## config.mk

```make
export PLATFORM = sky130hd
export DESIGN_NAME = pmcc_matrix_pulse_controller
export DESIGN_NICKNAME = d
export VERILOG_FILES = /design/src/rtl/pmcc_matrix_pkg.sv /design/src/rtl/pmcc_pulse_timer.sv /design/src/rtl/pmcc_matrix_pulse_controller.sv
export SDC_FILE = /design/constraint.sdc
export NUM_CORES = 1
export LEC_CHECK = 0
export ABC_AREA = 0
export CAP_MARGIN = 20
export CORE_ASPECT_RATIO = 0.6
export CORE_MARGIN = 5
export CORE_UTILIZATION = 61
export CTS_BUF_LIST = sky130_fd_sc_hd__clkbuf_8
export DETAILED_ROUTE_END_ITERATION = 10
export PLACE_DENSITY = 0.88
export SLEW_MARGIN = 40
export SYNTH_ARGS = -nofsm -noshare
export SYNTH_HDL_FRONTEND = slang
export SYNTH_HIERARCHICAL = 1
export SYNTH_SLANG_ARGS = --single-unit
```

## constraint.sdc

```tcl
create_clock -name clk -period 5.3 [get_ports clk]
set_clock_uncertainty 0.15 [all_clocks]
set_input_delay 1.06 -clock clk [delete_from_list [all_inputs] [get_ports clk]]
set_output_delay 1.06 -clock clk [all_outputs]
set_load 0.02 [all_outputs]
```

## src/rtl/pmcc_matrix_pkg.sv

```systemverilog
// Shared constants and types for the PMCC pixel-matrix pulse controller.
// Signal indices select the row of the flattened ctrl_out_o vector (row * COLUMNS + column).
package pmcc_matrix_pkg;

  localparam int unsigned SIG_CLK_SH = 0;
  localparam int unsigned SIG_SH_A   = 1;
  localparam int unsigned SIG_SH_B   = 2;
  localparam int unsigned SIG_GATE   = 3;
  localparam int unsigned SIG_STROBE = 4;
  localparam int unsigned SIG_STORE  = 5;

  localparam int unsigned DEFAULT_COLUMNS     = 32;
  localparam int unsigned DEFAULT_NUM_SIGNALS = 6;
  localparam int unsigned DEFAULT_CNT_W       = 8;

  typedef enum logic {
    MODE_STATIC = 1'b0,
    MODE_PULSE  = 1'b1
  } cmd_mode_e;

  typedef enum logic {
    StIdle  = 1'b0,
    StPulse = 1'b1
  } state_e;

endpackage

```

## src/rtl/pmcc_pulse_timer.sv

```systemverilog
// Down-counter that times a pulse: load arms it with max(len,1)-1, expire flags the last cycle.
module pmcc_pulse_timer
  import pmcc_matrix_pkg::*;
#(
  parameter int unsigned CNT_W = DEFAULT_CNT_W
) (
  input  logic             clk,
  input  logic             rst_n,
  input  logic             clr_i,
  input  logic             load_i,
  input  logic [CNT_W-1:0] len_i,
  output logic             expire_o
);

  logic [CNT_W-1:0] cnt_q, cnt_d;
  logic             armed_q, armed_d;

  always_comb begin
    cnt_d   = cnt_q;
    armed_d = armed_q;
    if (clr_i) begin
      cnt_d   = '0;
      armed_d = 1'b0;
    end else if (load_i) begin
      // A zero length is treated as a single-cycle pulse.
      cnt_d   = (len_i == '0) ? '0 : len_i - CNT_W'(1);
      armed_d = 1'b1;
    end else if (armed_q) begin
      if (cnt_q == '0) begin
        armed_d = 1'b0;
      end else begin
        cnt_d = cnt_q - CNT_W'(1);
      end
    end
  end

  always_ff @(posedge clk or negedge rst_n) begin
    if (!rst_n) begin
      cnt_q   <= '0;
      armed_q <= 1'b0;
    end else begin
      cnt_q   <= cnt_d;
      armed_q <= armed_d;
    end
  end

  assign expire_o = armed_q && (cnt_q == '0);

endmodule

```

## src/rtl/pmcc_matrix_pulse_controller.sv

```systemverilog
// Per-column matrix control register with static writes and self-restoring timed pulses.
// ctrl_out_o is flattened as [signal * COLUMNS + column].
module pmcc_matrix_pulse_controller
  import pmcc_matrix_pkg::*;
#(
  parameter int unsigned COLUMNS     = DEFAULT_COLUMNS,
  parameter int unsigned NUM_SIGNALS = DEFAULT_NUM_SIGNALS,
  parameter int unsigned CNT_W       = DEFAULT_CNT_W
) (
  input  logic                           clk,
  input  logic                           rst_n,
  input  logic                           soft_clr_i,
  input  logic                           cmd_valid_i,
  output logic                           cmd_ready_o,
  input  logic                           cmd_mode_i,
  input  logic [NUM_SIGNALS-1:0]         cmd_level_i,
  input  logic [COLUMNS-1:0]             cmd_mask_i,
  input  logic [CNT_W-1:0]               cmd_len_i,
  output logic                           busy_o,
  output logic [NUM_SIGNALS*COLUMNS-1:0] ctrl_out_o
);

  localparam int unsigned Width = NUM_SIGNALS * COLUMNS;

  state_e           state_q;
  logic [Width-1:0] ctrl_q;
  logic [Width-1:0] snap_q;
  logic [Width-1:0] ctrl_masked;
  logic             accept;
  logic             pulse_load;
  logic             expire;

  assign cmd_ready_o = (state_q == StIdle) && !soft_clr_i;
  assign accept      = cmd_valid_i && cmd_ready_o;
  assign pulse_load  = accept && (cmd_mode_i == MODE_PULSE);

  // Current outputs with the command level applied to the masked columns.
  always_comb begin
    ctrl_masked = ctrl_q;
    for (int s = 0; s < NUM_SIGNALS; s++) begin
      for (int c = 0; c < COLUMNS; c++) begin
        if (cmd_mask_i[c]) begin
          ctrl_masked[s*COLUMNS+c] = cmd_level_i[s];
        end
      end
    end
  end

  pmcc_pulse_timer #(
    .CNT_W (CNT_W)
  ) u_timer (
    .clk      (clk),
    .rst_n    (rst_n),
    .clr_i    (soft_clr_i),
    .load_i   (pulse_load),
    .len_i    (cmd_len_i),
    .expire_o (expire)
  );

  always_ff @(posedge clk or negedge rst_n) begin
    if (!rst_n) begin
      state_q <= StIdle;
      ctrl_q  <= '0;
      snap_q  <= '0;
    end else if (soft_clr_i) begin
      state_q <= StIdle;
      ctrl_q  <= '0;
      snap_q  <= '0;
    end else begin
      unique case (state_q)
        StIdle: begin
          if (cmd_valid_i) begin
            ctrl_q <= ctrl_masked;
            if (cmd_mode_i == MODE_PULSE) begin
              snap_q  <= ctrl_q;
              state_q <= StPulse;
            end
          end
        end
        StPulse: begin
          if (expire) begin
            ctrl_q  <= snap_q;
            state_q <= StIdle;
          end
        end
        default: state_q <= StIdle;
      endcase
    end
  end

  assign busy_o     = (state_q == StPulse);
  assign ctrl_out_o = ctrl_q;

endmodule

```

# --- After elaboration in Yosys (flattened, before gate mapping) ---
# Index checks and enable logic that the tools add are counted.
word_totals:
  register_bits: 394
  out_inout_bits: 194
op_classes:
  n_reduce_logical: 44
  n_eq_ne: 36
  addsub: 2
  bitwise_logic: 1
  muxes: 214
ops:
  columns: ["op", "count"]
  rows:
  - ["$mux W192", 7]
  - ["$pmux W192 S2", 1]
  - ["$mux W1", 200]
  - ["$ne A3 B3 Y1 const B", 34]
  - ["$reduce_and A3 Y1", 33]
  - ["$mux W8", 5]
  - ["$logic_not A8 Y1", 2]
  - ["$sub A8 B1 Y8 const B", 2]
  - ["$logic_and A1 B1 Y1", 4]
  - ["$reduce_bool A2 Y1", 2]
  - ["$ne A3 B2 Y1 const B", 1]
  - ["$reduce_bool A3 Y1", 1]
  - ["$ne A2 B2 Y1 const B", 1]
  - ["$pmux W1 S2", 1]
  - ["$reduce_and A2 Y1", 1]
  - ["$logic_not A1 Y1", 1]
  - ["$not A1 Y1", 1]

# --- Depth between registers and ports, before layout ---
# Gate-level depths: netlist of the first run.
depth:
  depth_word: 6
  ltp_mapped: 10
  mapped_depth_nobuf: 7

# --- Modules after synthesis ---
# The synthesis of the first run kept the hierarchy.
by_module_without_submodules:
  columns: ["module", "area_per_inst_um2", "instances", "seq_area_each_um2", "cells_each"]
  rows:
  - ["pmcc_matrix_pulse_controller", 16306.9, 1, 9634.2, 1292]
  - ["pmcc_pulse_timer", 729.4, 1, 225.2, 83]

# --- Worst setup path after synthesis of the first run ---
# OpenSTA, ideal clock, no wires.
synth_path:
  path_type: "in2reg"
  from: "input soft_clr_i"
  to: "register u_timer.cnt_q[2]"
  path_stages: 10
  setup_slack_ns: 2.240
  path_buffers: 4
  arrival_time_ns: 2.789
  path_cell_list: "buf_6 > nor2_2 > and3_1 > buf_6 > buf_2 > clkbuf_1 > nor4b_1 > a21oi_1 > and2_1 > a22o_2"
synth_between:
  elab_chain_len: 6
  word_cells_on_any_way: 9
  classes_between: "1 x eq/ne; 2 x mux; 6 x reduce/logical"
synth_lines:
  columns: ["element", "line_no", "source"]
  rows:
  - ["start: declaration", "pmcc_matrix_pulse_controller.sv:12", "input logic soft_clr_i,"]
  - ["$logic_not A1 Y1 *", "pmcc_matrix_pulse_controller.sv:33", "assign cmd_ready_o = (state_q == StIdle) && !soft_clr_i;"]
  - ["$logic_and A1 B1 Y1 *", "pmcc_matrix_pulse_controller.sv:33", null]
  - ["named net cmd_ready_o", "pmcc_matrix_pulse_controller.sv:14", "output logic cmd_ready_o,"]
  - ["$logic_and A1 B1 Y1 *", "pmcc_matrix_pulse_controller.sv:34", "assign accept = cmd_valid_i && cmd_ready_o;"]
  - ["$logic_and A1 B1 Y1 *", "pmcc_matrix_pulse_controller.sv:35", "assign pulse_load = accept && (cmd_mode_i == MODE_PULSE);"]
  - ["named net pulse_load", "pmcc_matrix_pulse_controller.sv:30", "logic pulse_load;"]
  - ["$ne A3 B3 Y1 (no source line) (tied with other cells)", null, null]
  - ["$reduce_and A2 Y1 (no source line) / $mux W8 (equally long branches)", null, null]
  - ["end signal: assignment", "pmcc_pulse_timer.sv:42", "cnt_q <= cnt_d;"]
  - ["end: declaration", "pmcc_pulse_timer.sv:15", "logic [CNT_W-1:0] cnt_q, cnt_d;"]
# The timed path passes the listed nets; every way through them passes the cells marked *.
# A chain may end at the register's enable or synchronous reset.

# --- Worst setup path after layout of the first run ---
layout_path:
  from: "input soft_clr_i"
  to: "output cmd_ready_o"
layout_between:
  elab_chain_len: 2
layout_lines:
  columns: ["element", "line_no"]
  rows:
  - ["$logic_not A1 Y1", "pmcc_matrix_pulse_controller.sv:33"]
  - ["$logic_and A1 B1 Y1", "pmcc_matrix_pulse_controller.sv:33"]
  - ["end: declaration", "pmcc_matrix_pulse_controller.sv:14"]
# Every way passes these cells.

==> flow_summary.toml, run 1 <==
[sta]
timing_worst_slew_pin_value_ns = 0.8154
grt_setup_unrepaired = "no"
timing.final.crit_period_ns = 3.684
hold_violations = 0
slew_violations = 0
setup_viol = 0
timing.slew.headroom_pct = 45.58
tns_ns = 0
timing.fmax_ghz = 0.2714
finalCritPeriodShare_pct = 69.52

[placed_design]
numPlacedInstances = 1915
gp_routability_congestion = 0.8269
hpwl_detailed_um = 28590
io_buffer_count = 244

[synthesis]
syn-cell-area_mm2 = 0.01704
synthesis.instances = 1375
ys_seq_elements = 394
synth-seq-area-share_pct = 57.87
synth-main-ff-cell = "sky130_fd_sc_hd__dfrtp_1"
async_flop_share_pct = 100.0
synth_fp_nets = 1430
synth_cell_type_count = 41
ys_warn_count = 6
synth_edf_count = 0
avgSynthCellArea_um2 = 12.39

[die]
ioPinCount = 245
floorplan.die_area_mm2 = 0.03148
start_util_pct = 61.90
die_height_um = 139.5
number_of_standard_cell_rows_in_the_floorplan = 47
core_area_mm2 = 0.02752
dieWidth_um = 225.8

[final_layout]
layout.cells.non_filler = 2020
layout_area_growth_over_synthesis_pct = 21.97
final_layout_size_suffix_gt1_share_pct = 9.758
count_of_nets_after_finishing = 1661

[critical_path]
timing.critical_path.to_type = "output pin"
path_class = "input pin to output pin"
worstReg2RegEnd = "ctrl_out_o[94]"
cp.arrival_ns = 2.47
timing.critical_path.fanout_max = 15
r2r_cells = 8
required_ns = 4.09
rrSetupSlack_ns = 2.26
crit_path_start_kind = "input pin"
regToRegStartpoint = "u_timer/cnt_q[0]"

[flow_run]
maxCapViolCount = 0

[clocking]
cts_root_buffer_type = "sky130_fd_sc_hd__clkbuf_8"
clk_latency_ns = 0.60
post_cts_hold_buffer_count = 0
cts.repair.resized = 0
h_tree_levels = 2
post_cts_buffers = 0
reg_clk_slew_reported_paths_ns = 0.07
ctsLongestPathBuffers = 3
clock_sink_count = 394
cts-buffers-inserted = 54
clock_tree_from_tritoncts = "yes"

[detailed_routing]
avgRoutedWirePerCell_um = 22.81
antenna_violating_nets_post_route = 0
detail_route.iter0.violations = 1377
drtPass1Iterations = 5
route.detailed.drc = 0
avgViaCountPerCell = 6.095
drt_total_wl_um = 46080
via_count = 12310

[global_routing]
grt_first_pass_wirelength_um = 72970
track_usage_pct = 29.06
grt_start_max_net_pins = 123
grt.overflow.total = 0
grt_antenna_before_repair = 3
vias_in_the_first_global_route = 12610

[worst_hold_path]
holdCritPathClass = "input pin to asynchronous set/reset pin"

[power_and_ir_drop]
vdd.ir_drop.worst_uv = 258.5
power.density_mw_per_mm2 = 348.9
total_leakage_power_nw = 9.682

[outcome]
outcome = "finished, final reports clean"
[placed cells by master, fill, tap and decap left out, types with 3 or more instances in the layout]
master and count:
sky130_fd_sc_hd__dfrtp_1 394, sky130_fd_sc_hd__clkdlybuf4s50_1 243, sky130_fd_sc_hd__inv_1 214, sky130_fd_sc_hd__a21oi_1 200, sky130_fd_sc_hd__mux2i_1 195, sky130_fd_sc_hd__a22o_1 192
sky130_fd_sc_hd__clkbuf_8 77, sky130_fd_sc_hd__a21oi_4 31, sky130_fd_sc_hd__buf_4 13, sky130_fd_sc_hd__buf_12 9, sky130_fd_sc_hd__clkinv_2 8, sky130_fd_sc_hd__nor2_1 7
sky130_fd_sc_hd__nor3b_4 6, sky130_fd_sc_hd__nor3_1 5, sky130_fd_sc_hd__nor3b_1 4, sky130_fd_sc_hd__xnor2_1 4, sky130_fd_sc_hd__ha_1 4, sky130_fd_sc_hd__diode_2 3
sky130_fd_sc_hd__nand2_1 3, sky130_fd_sc_hd__o21ai_0 3
[per-stage QoR]
stage          power, mW  instance area, um2  util, %  setup slack [ns]  hold WS, ns
2_1_floorplan      4.148               17040        -             2.240       0.3161
3_3_place_gp       4.731               19490    70.81             1.615       0.3320
3_5_place_dp       4.785               19540    70.99             1.607       0.3318
4_1_cts            7.277               20720    75.30             1.606       0.3538
5_1_grt            7.544               20780    75.50             1.562       0.1941
6_report           7.249               20780    75.50             1.616       0.2037
[worst max path at each step]
stage                          start               end  slack, ns  cells after the start
after floorplan           soft_clr_i  u_timer/cnt_q[2]       2.24                     10
after global placement    soft_clr_i       cmd_ready_o       1.61                      4
after detailed placement  soft_clr_i       cmd_ready_o       1.61                      4
after CTS                 soft_clr_i       cmd_ready_o       1.61                      4
after global routing      soft_clr_i       cmd_ready_o       1.56                      4
final                     soft_clr_i       cmd_ready_o       1.62                      4
[per-layer routing]
metal	vias to the layer above	wire length [um]	track usage [%]
met2	570	21080	42.96
met1	6385	19930	43.40
met5	-	0	0
met4	0	1109	8.370
met3	91	3963	7.114
li1	5265	-	-
[cells by family after synthesis]
group | synth area share, %
compound gates | 19.71
xor+xnor | 0.2570
fa+ha+maj | 0.2938
buf+inv | 8.835
flops | 57.87
mux | 11.46
simple gates | 1.572
[sequential cells by signal, summed over array words and instances, names as in the netlist]
signal / cells
u_timer/armed_q: 1
busy_o: 1
u_timer/cnt_q: 8
ctrl_out_o: 192
snap_q: 192
[area by class of cell]
cell class / instances / area [um2]
Multi-Input combinational cell: 686 / 5737
Tap cell: 367 / 459.2
Timing Repair Buffer: 269 / 2775
Clock buffer: 77 / 1060
Inverter: 201 / 754.5
Sequential cell: 394 / 9859
Fill cell: 1738 / 6743
Clock inverter: 23 / 126.4
Antenna cell: 3 / 7.507
[cells in the mapped netlist, types with 4 or more instances]
cell,n,area share [%]
sky130_fd_sc_hd__dfrtp_1,394,58
sky130_fd_sc_hd__inv_1,201,4.4
sky130_fd_sc_hd__a21oi_1,200,5.9
sky130_fd_sc_hd__mux2i_1,195,11
sky130_fd_sc_hd__a22o_1,192,9.9
sky130_fd_sc_hd__buf_6,48,3.2
sky130_fd_sc_hd__a21oi_4,31,3.0
sky130_fd_sc_hd__buf_2,27,0.79
sky130_fd_sc_hd__clkbuf_1,18,0.40
sky130_fd_sc_hd__nor2_1,7,0.15
sky130_fd_sc_hd__nor3b_2,6,0.44
sky130_fd_sc_hd__nor3_1,5,0.15
sky130_fd_sc_hd__ha_1,4,0.29
sky130_fd_sc_hd__nor3b_1,4,0.18
sky130_fd_sc_hd__xnor2_1,4,0.21
[power breakdown]
group          internal (mW)  leakage (nW)  switching [mW]
combinational          0.560          3.71           0.762
sequential              3.23          5.30           0.201
clock                   1.34         0.668            1.17
total                   5.12          9.68            2.13
[worst max-delay path, stage by stage]
cell and delay [ns]:
sky130_fd_sc_hd__clkdlybuf4s50_1 0.45, sky130_fd_sc_hd__buf_4 0.31, sky130_fd_sc_hd__nor2_2 0.08, sky130_fd_sc_hd__clkdlybuf4s50_1 0.57
No activity file was read; power rests on OpenSTA's default activity.
==> run 2, diff against run 1 <==
--- a/config.mk
+++ b/config.mk
@@ -9,10 +9,10 @@
 export CAP_MARGIN = 20
 export CORE_ASPECT_RATIO = 0.6
 export CORE_MARGIN = 5
-export CORE_UTILIZATION = 61
+export CORE_UTILIZATION = 51
 export CTS_BUF_LIST = sky130_fd_sc_hd__clkbuf_8
 export DETAILED_ROUTE_END_ITERATION = 10
-export PLACE_DENSITY = 0.88
+export PLACE_DENSITY = 0.78
 export SLEW_MARGIN = 40
 export SYNTH_ARGS = -nofsm -noshare
 export SYNTH_HDL_FRONTEND = slang
==> constraint.sdc (replaced) <==
create_clock -name clk -period 3.35 [get_ports clk]
set_clock_uncertainty 0.15 [all_clocks]
set_input_delay 0.67 -clock clk [delete_from_list [all_inputs] [get_ports clk]]
set_output_delay 0.67 -clock clk [all_outputs]
set_load 0.02 [all_outputs]
==> flow_summary.toml, run 2 (synthesized netlist as in run 1, its figures left out) <==
[detailed_routing]
detailroute.wirelength.met2_um = 21160
routed_met1_length_um = 21090
avgRoutedWirePerCell_um = 22.06
antenna_violating_nets_post_route = 0
drtPass1Iterations = 5
route.detailed.drc = 0
dr.max_layer_used = "met4"
via_count = 12180
met3RoutedLength_um = 3281
drt_total_wl_um = 46560
avgViaCountPerCell = 5.771
detail_route.iter0.violations = 965

[sta]
timing.fmax_ghz = 0.3445
timing_worst_slew_pin_value_ns = 0.8357
setup_viol = 0
timing.slew.headroom_pct = 44.29
timing.final.crit_period_ns = 2.903
grt_setup_unrepaired = "no"
hold_violations = 0
hold_slack_ns = 0.3482
slew_violations = 0
finalCritPeriodShare_pct = 86.65
tns_ns = 0

[critical_path]
path_class = "input pin to output pin"
timing.critical_path.to_type = "output pin"
timing.critical_path.fanout_max = 3
r2r_cells = 9
cp.arrival_ns = 2.08
crit_path_start_kind = "input pin"
required_ns = 2.53

[clocking]
ctsLongestPathBuffers = 3
h_tree_levels = 2
cts.repair.resized = 0
post_cts_buffers = 0
clock_sink_count = 394
clock_tree_from_tritoncts = "yes"
reg_clk_slew_reported_paths_ns = 0.06
post_cts_hold_buffer_count = 1
cts_root_buffer_type = "sky130_fd_sc_hd__clkbuf_8"
cts-buffers-inserted = 55
clk_latency_ns = 0.60

[die]
start_util_pct = 52.14
number_of_standard_cell_rows_in_the_floorplan = 51
dieWidth_um = 246.0
floorplan.die_area_mm2 = 0.03728
die_height_um = 151.6
core_area_mm2 = 0.03267
ioPinCount = 245

[power_and_ir_drop]
power.density_mw_per_mm2 = 532.6
vdd.ir_drop.worst_uv = 296.2
total_leakage_power_nw = 9.696

[global_routing]
track_usage_pct = 24.77
vias_in_the_first_global_route = 12820
grt_antenna_before_repair = 2
grt_start_max_net_pins = 117
grt.overflow.total = 0
grt_first_pass_wirelength_um = 73330

[final_layout]
final_layout_size_suffix_gt1_share_pct = 9.343
most_common_cell_after_layout_fill_and_taps_aside = "sky130_fd_sc_hd__dfrtp_1"
area_of_combinational_cells_with_multiple_inputs_mm2 = 0.005737
count_of_nets_after_finishing = 1675
fill_cells = 2522
layout_area_growth_over_synthesis_pct = 22.08
most-common-layout-cells = "sky130_fd_sc_hd__dfrtp_1, sky130_fd_sc_hd__clkdlybuf4s50_1, sky130_fd_sc_hd__inv_1, sky130_fd_sc_hd__a21oi_1, sky130_fd_sc_hd__mux2i_1"
layout.core_utilization_pct = 63.66
layout.area.seq_mm2 = 0.009859

[placed_design]
io_buffer_count = 244
hpwl_detailed_um = 29580
gp_routability_congestion = 0.8589

[worst_hold_path]
holdCritPathClass = "flop to flop"
hold_path_depth = 1

[flow_run]
maxCapViolCount = 0

[outcome]
outcome = "finished, final reports clean"
-- run 2: layout make-up --
cell class / instances / area share, %
Inverter: 201 / 3.628
Sequential cell: 394 / 47.41
Tap cell: 450 / 2.707
Multi-Input combinational cell: 686 / 27.58
Clock inverter: 31 / 0.5956
Clock buffer: 65 / 4.302
Timing Repair Buffer: 282 / 13.75
Antenna cell: 2 / 0.02406
-- run 2: where the power goes --
group / internal (mW) / switching, mW / leakage [nW]
registers: 5.10 / 0.322 / 5.30
clock network: 1.75 / 1.81 / 0.623
logic: 0.900 / 1.20 / 3.77
-- run 2: path summary, 6_finish.rpt --
path                                        from              end  slack (ns)
max in group asynchronous                  rst_n  ctrl_out_o[159]        1.51
worst min register to register        snap_q[54]       snap_q[54]        0.35
min in group asynchronous                  rst_n   ctrl_out_o[90]        0.51
worst min-delay path                  snap_q[54]       snap_q[54]        0.35
worst max-delay path                  soft_clr_i      cmd_ready_o        0.45
worst max register to register  u_timer/cnt_q[0]  ctrl_out_o[183]        0.53
-- run 2: layer usage --
layer  track usage (%)  vias to the layer above
met2             37.65                      467
met5                 0                        -
li1                  -                     5291
met3             5.084                       77
met4             7.246                        0
met1             36.51                     6347
-- run 2: worst max-delay path, cell delays in order --
cell,delay [ns]
sky130_fd_sc_hd__clkdlybuf4s50_1,0.52
sky130_fd_sc_hd__nor2_2,0.24
sky130_fd_sc_hd__clkdlybuf4s50_1,0.65
-- run 2: metrics by stage --
stage / area [um2] / total power, mW / std cells / setup WS [ns]
2_1_floorplan: 17040 / 6.562 / 1375 / 0.6800
3_3_place_gp: 19760 / 7.540 / 2012 / 0.4382
3_5_place_dp: 19760 / 7.609 / 2012 / 0.4124
4_1_cts: 20790 / 11.16 / 2109 / 0.4217
5_1_grt: 20800 / 11.57 / 2111 / 0.3851
6_report: 20800 / 11.08 / 2111 / 0.4472
==> run 3, diff against run 2 <==
--- a/config.mk
+++ b/config.mk
@@ -9,10 +9,11 @@
 export CAP_MARGIN = 20
 export CORE_ASPECT_RATIO = 0.6
 export CORE_MARGIN = 5
-export CORE_UTILIZATION = 51
+export CORE_UTILIZATION = 60
 export CTS_BUF_LIST = sky130_fd_sc_hd__clkbuf_8
 export DETAILED_ROUTE_END_ITERATION = 10
-export PLACE_DENSITY = 0.78
+export DONT_BUFFER_PORTS = 1
+export PLACE_DENSITY = 0.79
 export SLEW_MARGIN = 40
 export SYNTH_ARGS = -nofsm -noshare
 export SYNTH_HDL_FRONTEND = slang
==> flow_summary.toml, run 3 (synthesized netlist as in run 1, its figures left out) <==
[critical_path]
path_class = "flop to flop"
timing.critical_path.fanout_max = 12
required_ns = 3.67
crit_path_start_kind = "flop"
timing.critical_path.to_type = "flop"
cp.arrival_ns = 3.06

[outcome]
failed_checks = "hold timing"
outcome = "finished, violations left"

[clocking]
clock_sink_count = 394
post_cts_hold_buffer_count = 1
cts_root_buffer_type = "sky130_fd_sc_hd__clkbuf_8"
ctsLongestPathBuffers = 3
h_tree_levels = 2
reg_clk_slew_reported_paths_ns = 0.07
cts-buffers-inserted = 55
clk_latency_ns = 0.62
clock_tree_from_tritoncts = "yes"

[die]
die_height_um = 140.5
floorplan.die_area_mm2 = 0.03198
start_util_pct = 61.38
ioPinCount = 245
number_of_standard_cell_rows_in_the_floorplan = 47
core_area_mm2 = 0.02776
dieWidth_um = 227.5

[detailed_routing]
via_count = 11220
antenna_violating_nets_post_route = 0
route.detailed.drc = 0
drtPass1Iterations = 5
avgRoutedWirePerCell_um = 25.09
detail_route.iter0.violations = 1045
avgViaCountPerCell = 6.310
drt_total_wl_um = 44600

[sta]
finalCritPeriodShare_pct = 81.79
grt_setup_unrepaired = "no"
timing.final.crit_period_ns = 2.740
timing_worst_slew_pin_value_ns = 0.7726
hold_slack_ns = -0.4036
timing.slew.headroom_pct = 48.49
tns_ns = 0
slew_violations = 0
timing.fmax_ghz = 0.3650
hold_violations = 394
setup_viol = 0

[placed_design]
numPlacedInstances = 1675
hpwl_detailed_um = 27190
gp_routability_congestion = 0.8867
io_buffer_count = 0

[final_layout]
layout_area_growth_over_synthesis_pct = 7.837
final_layout_size_suffix_gt1_share_pct = 11.84
count_of_nets_after_finishing = 1422
most_common_cell_after_layout_fill_and_taps_aside = "sky130_fd_sc_hd__dfrtp_1"
layout.area.seq_mm2 = 0.009859
layout.cells.non_filler = 1778
most-common-layout-cells = "sky130_fd_sc_hd__dfrtp_1, sky130_fd_sc_hd__inv_1, sky130_fd_sc_hd__a21oi_1, sky130_fd_sc_hd__mux2i_1, sky130_fd_sc_hd__a22o_1"
antenna-diode-count = 0
area_of_combinational_cells_with_multiple_inputs_mm2 = 0.005737
fill_cells = 1966
layout.core_utilization_pct = 66.19

[flow_run]
maxCapViolCount = 0

[global_routing]
vias_in_the_first_global_route = 11290
grt.overflow.total = 0
grt_antenna_before_repair = 0
grt_first_pass_wirelength_um = 69190
grt_start_max_net_pins = 395
track_usage_pct = 27.56

[power_and_ir_drop]
total_leakage_power_nw = 8.798
vdd.ir_drop.worst_uv = 367.7
power.density_mw_per_mm2 = 588.9
power_mw = 10.82

[worst_hold_path]
holdCritPathClass = "input pin to asynchronous set/reset pin"
## run 3: cell type report
| class | count | share of cell area (%) |
|---|---|---|
| clock buffer | 75 | 5.619 |
| clock inverter | 26 | 0.8309 |
| inverter | 201 | 4.107 |
| multi-input combinational | 686 | 31.23 |
| sequential | 394 | 53.67 |
| tap | 367 | 2.499 |
| timing repair buffer | 29 | 2.050 |
## run 3: path summary, 6_finish.rpt
path	startpoint	to	slack, ns	depth (start not counted)
max in group asynchronous	rst_n	snap_q[143]	2.79	0
max reg2reg	u_timer/cnt_q[3]	ctrl_out_o[16]	0.61	6
max	u_timer/cnt_q[3]	ctrl_out_o[16]	0.61	6
min	rst_n	snap_q[26]	-0.40	0
min reg2reg	snap_q[14]	snap_q[14]	0.35	1
min in group clk	cmd_mask_i[6]	ctrl_out_o[102]	0.14	2
## run 3: power by group
group	switching, mW	internal [mW]	total (mW)
logic	0.631	0.429	1.06
clock network	1.88	2.08	3.96
registers	0.701	5.10	5.80
total	3.21	7.61	10.8
## run 3: stage by stage
step	instance area (um2)	setup WS, ns
2_1_floorplan	17040	0.6800
3_3_place_gp	17160	0.7825
3_5_place_dp	17160	0.6741
4_1_cts	18360	0.6229
5_1_grt	18370	0.4672
6_report	18370	0.6099
## run 3: per-layer routing
metal / up-vias / global-route usage (%) / share of wire (%)
li1: 4795 / - / -
met1: 5862 / 40.09 / 43
met2: 483 / 40.00 / 45
met3: 80 / 9.640 / 10
met4: 0 / 7.013 / 2.1
met5: - / 0 / 0
## run 3: critical path: stages, from the launching register on
cell and delay (ns):
sky130_fd_sc_hd__dfrtp_1 0.45, sky130_fd_sc_hd__nor4_1 0.65, sky130_fd_sc_hd__and3_1 0.31, sky130_fd_sc_hd__a21o_4 0.36, sky130_fd_sc_hd__buf_4 0.36, sky130_fd_sc_hd__a21oi_4 0.12, sky130_fd_sc_hd__mux2i_1 0.16
## run 3: what timing repair did
| action | in CTS | in global routing |
|---|---|---|
| setup buffers | 0 | 0 |
| resized for setup | 0 | 0 |
| endpoints found under the hold margin | 395 | 394 |
